<file path="src/rtl/pipe_stage_buffer.sv">
// pipe_stage_buffer
// Generic inter-stage pipeline register. It forwards a payload and valid bit
// under the global stall vector, carries multi-cycle partial state back to
// the upstream stage while it is stalled, and squashes its contents on flush.
// Saturating bubble and hold counters are kept for performance analysis.
//
// Actions, one per cycle, highest priority first:
//   reset   : clear everything, including the counters
//   flush   : clear payload, valid and carry; counters keep their values
//   bubble  : up stalled, down running; insert a bubble and pass the carry through
//   advance : up running; load the upstream payload and zero the carry
//   hold    : up and down stalled; keep payload and valid, pass the carry through
// The pattern up=0, dn=1 is decoded as advance.
module pipe_stage_buffer #(
    parameter int DATA_WIDTH      = 103,
    parameter int CARRY_WIDTH     = 66,
    parameter int STALL_WIDTH     = 6,
    parameter int STAGE_INDEX     = 3,
    parameter bit CLEAR_ON_BUBBLE = 1'b1,
    parameter int COUNT_WIDTH     = 16
) (
    input  logic                   i_clock,
    input  logic                   i_reset,
    input  logic [STALL_WIDTH-1:0] i_stall,
    input  logic                   i_flush,
    input  logic                   i_valid,
    input  logic [DATA_WIDTH-1:0]  i_data,
    input  logic [CARRY_WIDTH-1:0] i_carry,
    output logic                   o_valid,
    output logic [DATA_WIDTH-1:0]  o_data,
    output logic [CARRY_WIDTH-1:0] o_carry,
    output logic [COUNT_WIDTH-1:0] o_bubble_count,
    output logic [COUNT_WIDTH-1:0] o_hold_count
);

    // The downstream stall bit must exist, so the top bit cannot be the upstream one.
    if (STAGE_INDEX < 0 || STAGE_INDEX > STALL_WIDTH - 2) begin : g_bad_stage_index
        $error("pipe_stage_buffer: STAGE_INDEX out of range 0..STALL_WIDTH-2");
    end

    logic                   r_valid;
    logic [DATA_WIDTH-1:0]  r_data;
    logic [CARRY_WIDTH-1:0] r_carry;
    logic [COUNT_WIDTH-1:0] r_bubble_count;
    logic [COUNT_WIDTH-1:0] r_hold_count;

    logic w_up;
    logic w_dn;
    logic w_bubble;
    logic w_hold;
    logic w_bubble_sat;
    logic w_hold_sat;
    logic w_unused_stall;

    assign w_up         = i_stall[STAGE_INDEX];
    assign w_dn         = i_stall[STAGE_INDEX+1];
    assign w_bubble     = w_up & ~w_dn;
    assign w_hold       = w_up & w_dn;
    assign w_bubble_sat = &r_bubble_count;
    assign w_hold_sat   = &r_hold_count;

    // Stall bits of other stages are irrelevant at this boundary.
    assign w_unused_stall = ^i_stall;

    // Valid and payload: cleared on reset/flush, dropped or held on stalls, loaded on advance.
    always_ff @(posedge i_clock) begin
        if (i_reset || i_flush) begin
            r_valid <= 1'b0;
            r_data  <= '0;
        end else if (w_bubble) begin
            r_valid <= 1'b0;
            if (CLEAR_ON_BUBBLE) begin
                r_data <= '0;
            end
        end else if (!w_up) begin
            r_valid <= i_valid;
            r_data  <= i_data;
        end
    end

    // Carry loops back to upstream only while upstream is stalled; advance and flush abort it.
    always_ff @(posedge i_clock) begin
        if (i_reset || i_flush || !w_up) begin
            r_carry <= '0;
        end else begin
            r_carry <= i_carry;
        end
    end

    // Saturating performance counters; only reset clears them, flush leaves them alone.
    always_ff @(posedge i_clock) begin
        if (i_reset) begin
            r_bubble_count <= '0;
            r_hold_count   <= '0;
        end else if (!i_flush) begin
            if (w_bubble && !w_bubble_sat) begin
                r_bubble_count <= r_bubble_count + 1'b1;
            end
            if (w_hold && !w_hold_sat) begin
                r_hold_count <= r_hold_count + 1'b1;
            end
        end
    end

    assign o_valid        = r_valid;
    assign o_data         = r_data;
    assign o_carry        = r_carry;
    assign o_bubble_count = r_bubble_count;
    assign o_hold_count   = r_hold_count;

endmodule

</file>
<file path="config.mk">
export PLATFORM = sky130hd
export DESIGN_NAME = pipe_stage_buffer
export DESIGN_NICKNAME = d
export VERILOG_FILES = /design/src/rtl/pipe_stage_buffer.sv
export SDC_FILE = /design/constraint.sdc
export NUM_CORES = 1
export LEC_CHECK = 0
export BUFFER_PORTS_ARGS = -buffer_cell sky130_fd_sc_hd__buf_4
export CORE_AREA = 2 2 146 148
export CTS_BUF_LIST = sky130_fd_sc_hd__clkbuf_8
export DETAILED_ROUTE_END_ITERATION = 8
export DIE_AREA = 0 0 148 150
export PLACE_DENSITY = 0.65
export SETUP_SLACK_MARGIN = 0.2
export SLEW_MARGIN = 0
export SYNTH_ARGS = -nofsm -noshare
export SYNTH_HDL_FRONTEND = slang
export SYNTH_SLANG_ARGS = --single-unit
</file>
<file path="constraint.sdc">
create_clock -name i_clock -period 2.9 [get_ports i_clock]
set_input_delay 0 -clock i_clock [delete_from_list [all_inputs] [get_ports i_clock]]
set_output_delay 0 -clock i_clock [all_outputs]
set_load 0.05 [all_outputs]
</file>
==> summary.md <==
| Metric | Value |
|---|---|
| Part of the Yosys area used for sequential elements | `56.71%` |
| Remaining design rule violation count | `0` |
| Measured slew at the worst slew-check pin | `690.3 ps` |
| Initial drt markers | `175` |
| Area of the mapped netlist | `7131 sq um` |
| Worst hold path depth | `4` |
| Non-filler instance count after layout | `1,568` |
| Initial standard-cell utilization of the core | `34.46%` |
| Synthesized netlist net count | `861` |
| Global-route wire length before repair | `38,450 um` |
| RSZ-0062 raised after global routing | `false` |
| Yosys warning total | `0` |
| Clock transition at path regs | `60 ps` |
| Synth async-reset ratio | `0%` |
| Levels on crit path | `5` |
| Post-synth cell types | `42` |
| Initial antenna violation count | `1` |
| Clock Tree Root | `sky130_fd_sc_hd__clkbuf_8` |
| Outcome | `finished clean` |
| Met3 track demand over resource | `6.768%` |
| Std-Cell Rows | `53` |
| Family of cells with the greatest summed delay on the critical path | `simple AND/OR/NAND/NOR gates` |
| Via Count | `7,181` |
| Final weighted congestion in routability-driven placement | `0.8201` |
| Endpoints failing setup | `0` |
| Ratio of final minimum period to clock period | `70.22%` |
| Peak Freq | `0.4910 GHz` |
| Number of buffers on the longest clock path | `3` |
| Max-Slew Margin vs Limit | `53.63%` |
| Max VDD drop | `0.3975 mV` |
| Horizontal extent of the die | `148 um` |
| Die Footprint | `22,200 sq um` |
| Met1 Track Usage GR | `24.43%` |
| R2R cell count | `5` |
| Fraction of layout instances using a drive strength above 1 | `34.75%` |
| Final Hold Fails | `0` |
| GR Overflow Total | `0` |
| Via/cell ratio | `4.580` |
| Crit path time final | `2036 ps` |
| Busiest metal layer after global routing | `met2` |
| Final net count | `1,451` |
| Instance count of the mapped netlist | `680` |
| Synthesized area divided by synthesized cell count | `10.49 sq um` |
| Pwr per Cell Area | `494.5 nW/um^2` |
| Slowest-stage cell, CP | `sky130_fd_sc_hd__dfxtp_1` |
| Total wirelength of the detailed-routed design | `25,530 um` |
| Total Routing Usage GR | `21.77%` |
| Relative area change from synthesis to final layout | `82.40%` |
| Count of flip-flops with a built-in enable after synthesis | `0` |
| Top flip-flop cell by instance count after synthesis | `sky130_fd_sc_hd__dfxtp_1` |
| Cells along the critical path | `ha_1, and4_1, nand2_1, nor4_1, mux2_2` |
| # placed instances | `1,298` |
| Number of buffer and inverter instances along the worst setup path | `0` |
| TritonCTS Sinks | `202` |
| # port buffers | `376` |
| Routed len/inst | `16.28 um` |
| Maximum fanout count along the critical path | `8` |
| Sum of negative setup slack | `0 ps` |
| Floorplan Core Area | `20,690 sq um` |
| Crit path capture type | `register` |
| Setup skew after layout | `20.74 ps` |
| Delay of the slowest cell on the worst path | `410 ps` |
| Flip-flop and latch count after synthesis | `202` |
| P_leak | `6.116 nW` |
| Ports | `381` |
| Die H | `150 um` |
| Worst setup SP type | `register` |
| Clock latency at the later pin of the worst-skew pair | `510 ps` |
| Data arrival at the endpoint of the critical path | `2440 ps` |
| Clock tree from TritonCTS | `yes` |
| Length of the first detailed-routing pass in iterations | `4` |
| Clock buffer count from CTS | `36` |
| Crit Path Category | `register to register` |
| CTS H-Tree Depth | `2` |
| CP Data Required Time | `3300 ps` |
| Met2 GRT Util | `38.77%` |
| Number of global-route vias before repair | `7,256` |
| Reported max-cap violation count | `0` |
| Type of the worst min-delay path | `input port to register` |
| Sum of net half-perimeters after detailed placement | `15,310 um` |
| Remaining antenna violation count | `0` |
| Final Max Slew Viols | `0` |
| Pin count of the biggest net entering global routing | `90` |
[area by class of cell]
cell class	count	area, sq um
Antenna cell	1	2.502
Clock buffer	46	633.1
Clock inverter	14	61.31
Fill cell	1618	7684
Inverter	9	33.78
Multi-Input combinational cell	433	2922
Sequential cell	202	4044
Tap cell	275	344.1
Timing Repair Buffer	588	4966
[flip-flops by register name, indices dropped and copies added (netlist names)]
name / count
o_valid: 1
o_carry: 66
o_data: 103
o_hold_count: 16
o_bubble_count: 16
[power by group]
part           internal [mW]  switching, mW
sequential              2.84         0.0337
combinational          0.506          0.494
clock                   1.41           1.14
[layer usage]
metal	part of all wire (%)	wire length, um
met5	0	0
met4	2.9	743
met3	8.0	2052
met2	50	12730
met1	39	10010
[placed cells by master, fill, tap and decap left out, drive strengths merged, types with 2 or more instances in the layout]
cell	instances
dfxtp	202
nor2b	12
nand3	10
and3b	2
or4	7
nor2	125
clkbuf	46
buf	379
o311ai	2
dlygate4sd3	209
a211oi	3
inv	20
and3	3
or3	5
o41ai	3
nor4	8
o21ai	7
ha	2
nor3	5
o311a	2
nand4	8
clkinvlp	2
mux2i	107
nand2	14
a21oi	14
and2	66
a311oi	2
o31ai	6
mux2	13
[final timing paths]
kind	from	end	slack [ps]
worst min register to register	o_data[28]$_SDFFE_PP0N_	o_data[28]$_SDFFE_PP0N_	500
worst min-delay path	i_stall[3]	o_hold_count[3]$_SDFFE_PP0P_	70
worst max-delay path	o_bubble_count[0]$_SDFFE_PP0P_	o_bubble_count[14]$_SDFFE_PP0P_	860
worst max register to register	o_bubble_count[0]$_SDFFE_PP0P_	o_bubble_count[14]$_SDFFE_PP0P_	860
[Yosys cell counts (2+ instances only)]
cell / instances / share of area, %
sky130_fd_sc_hd__mux2_2: 12 / 1.9
sky130_fd_sc_hd__a211oi_1: 3 / 0.32
sky130_fd_sc_hd__buf_2: 7 / 0.49
sky130_fd_sc_hd__a311oi_1: 2 / 0.25
sky130_fd_sc_hd__nor4_1: 6 / 0.53
sky130_fd_sc_hd__and2_1: 66 / 5.8
sky130_fd_sc_hd__o311a_1: 2 / 0.28
sky130_fd_sc_hd__clkbuf_1: 20 / 1.1
sky130_fd_sc_hd__or4_1: 7 / 0.74
sky130_fd_sc_hd__dfxtp_1: 202 / 57
sky130_fd_sc_hd__and3_1: 3 / 0.26
sky130_fd_sc_hd__or3_1: 4 / 0.35
sky130_fd_sc_hd__nand4_1: 7 / 0.61
sky130_fd_sc_hd__nand3_1: 10 / 0.70
sky130_fd_sc_hd__nor2_1: 125 / 6.6
sky130_fd_sc_hd__and3b_1: 2 / 0.25
sky130_fd_sc_hd__ha_1: 2 / 0.35
sky130_fd_sc_hd__nor2b_1: 12 / 1.1
sky130_fd_sc_hd__o41ai_1: 3 / 0.37
sky130_fd_sc_hd__o31ai_1: 6 / 0.63
sky130_fd_sc_hd__inv_1: 9 / 0.47
sky130_fd_sc_hd__buf_1: 8 / 0.42
sky130_fd_sc_hd__a21oi_1: 14 / 0.98
sky130_fd_sc_hd__o311ai_0: 2 / 0.25
sky130_fd_sc_hd__nand2_1: 14 / 0.74
sky130_fd_sc_hd__nor3_1: 5 / 0.35
sky130_fd_sc_hd__mux2i_1: 107 / 15
sky130_fd_sc_hd__o21ai_0: 6 / 0.42
[worst min-delay path, stage by stage]
cell	delay [ps]
sky130_fd_sc_hd__buf_6	190
sky130_fd_sc_hd__nand3b_4	160
sky130_fd_sc_hd__or4_1	120
sky130_fd_sc_hd__a21oi_1	50
[timing repair]
action,in CTS,in global routing
setup endpoints to repair,0,0
hold buffers,209,0
resized for setup,0,0
hold endpoints to repair,187,0
buffers inserted,0,0
[cell families (layout without fill, tap and decap cells)]
family | count (synthesis) | after routing | share of synthesized area (%)
other cells | 0 | 1 | 0
compound gates | 40 | 40 | 3.650
buf+inv | 45 | 657 | 2.544
flops | 202 | 202 | 56.71
simple gates | 271 | 271 | 19.67
fa+ha+maj | 2 | 2 | 0.3509
mux | 120 | 120 | 17.07
[metrics by stage]
stage          instance area [sq um]  hold slack [ps]  worst slack [ps]  total power, mW  util [%]
6_report                       13010            67.84             863.5            6.432     62.86
5_1_grt                        13000            90.22             709.9            6.701     62.85
4_1_cts                        13000            37.60             864.3            6.478     62.85
3_5_place_dp                   10220            203.7             867.6            3.686     49.38
3_3_place_gp                   10220            201.2             903.5            3.678     49.38
2_1_floorplan                   7131            121.7             721.6            3.351         -
(Power assumes the default switching activity.)
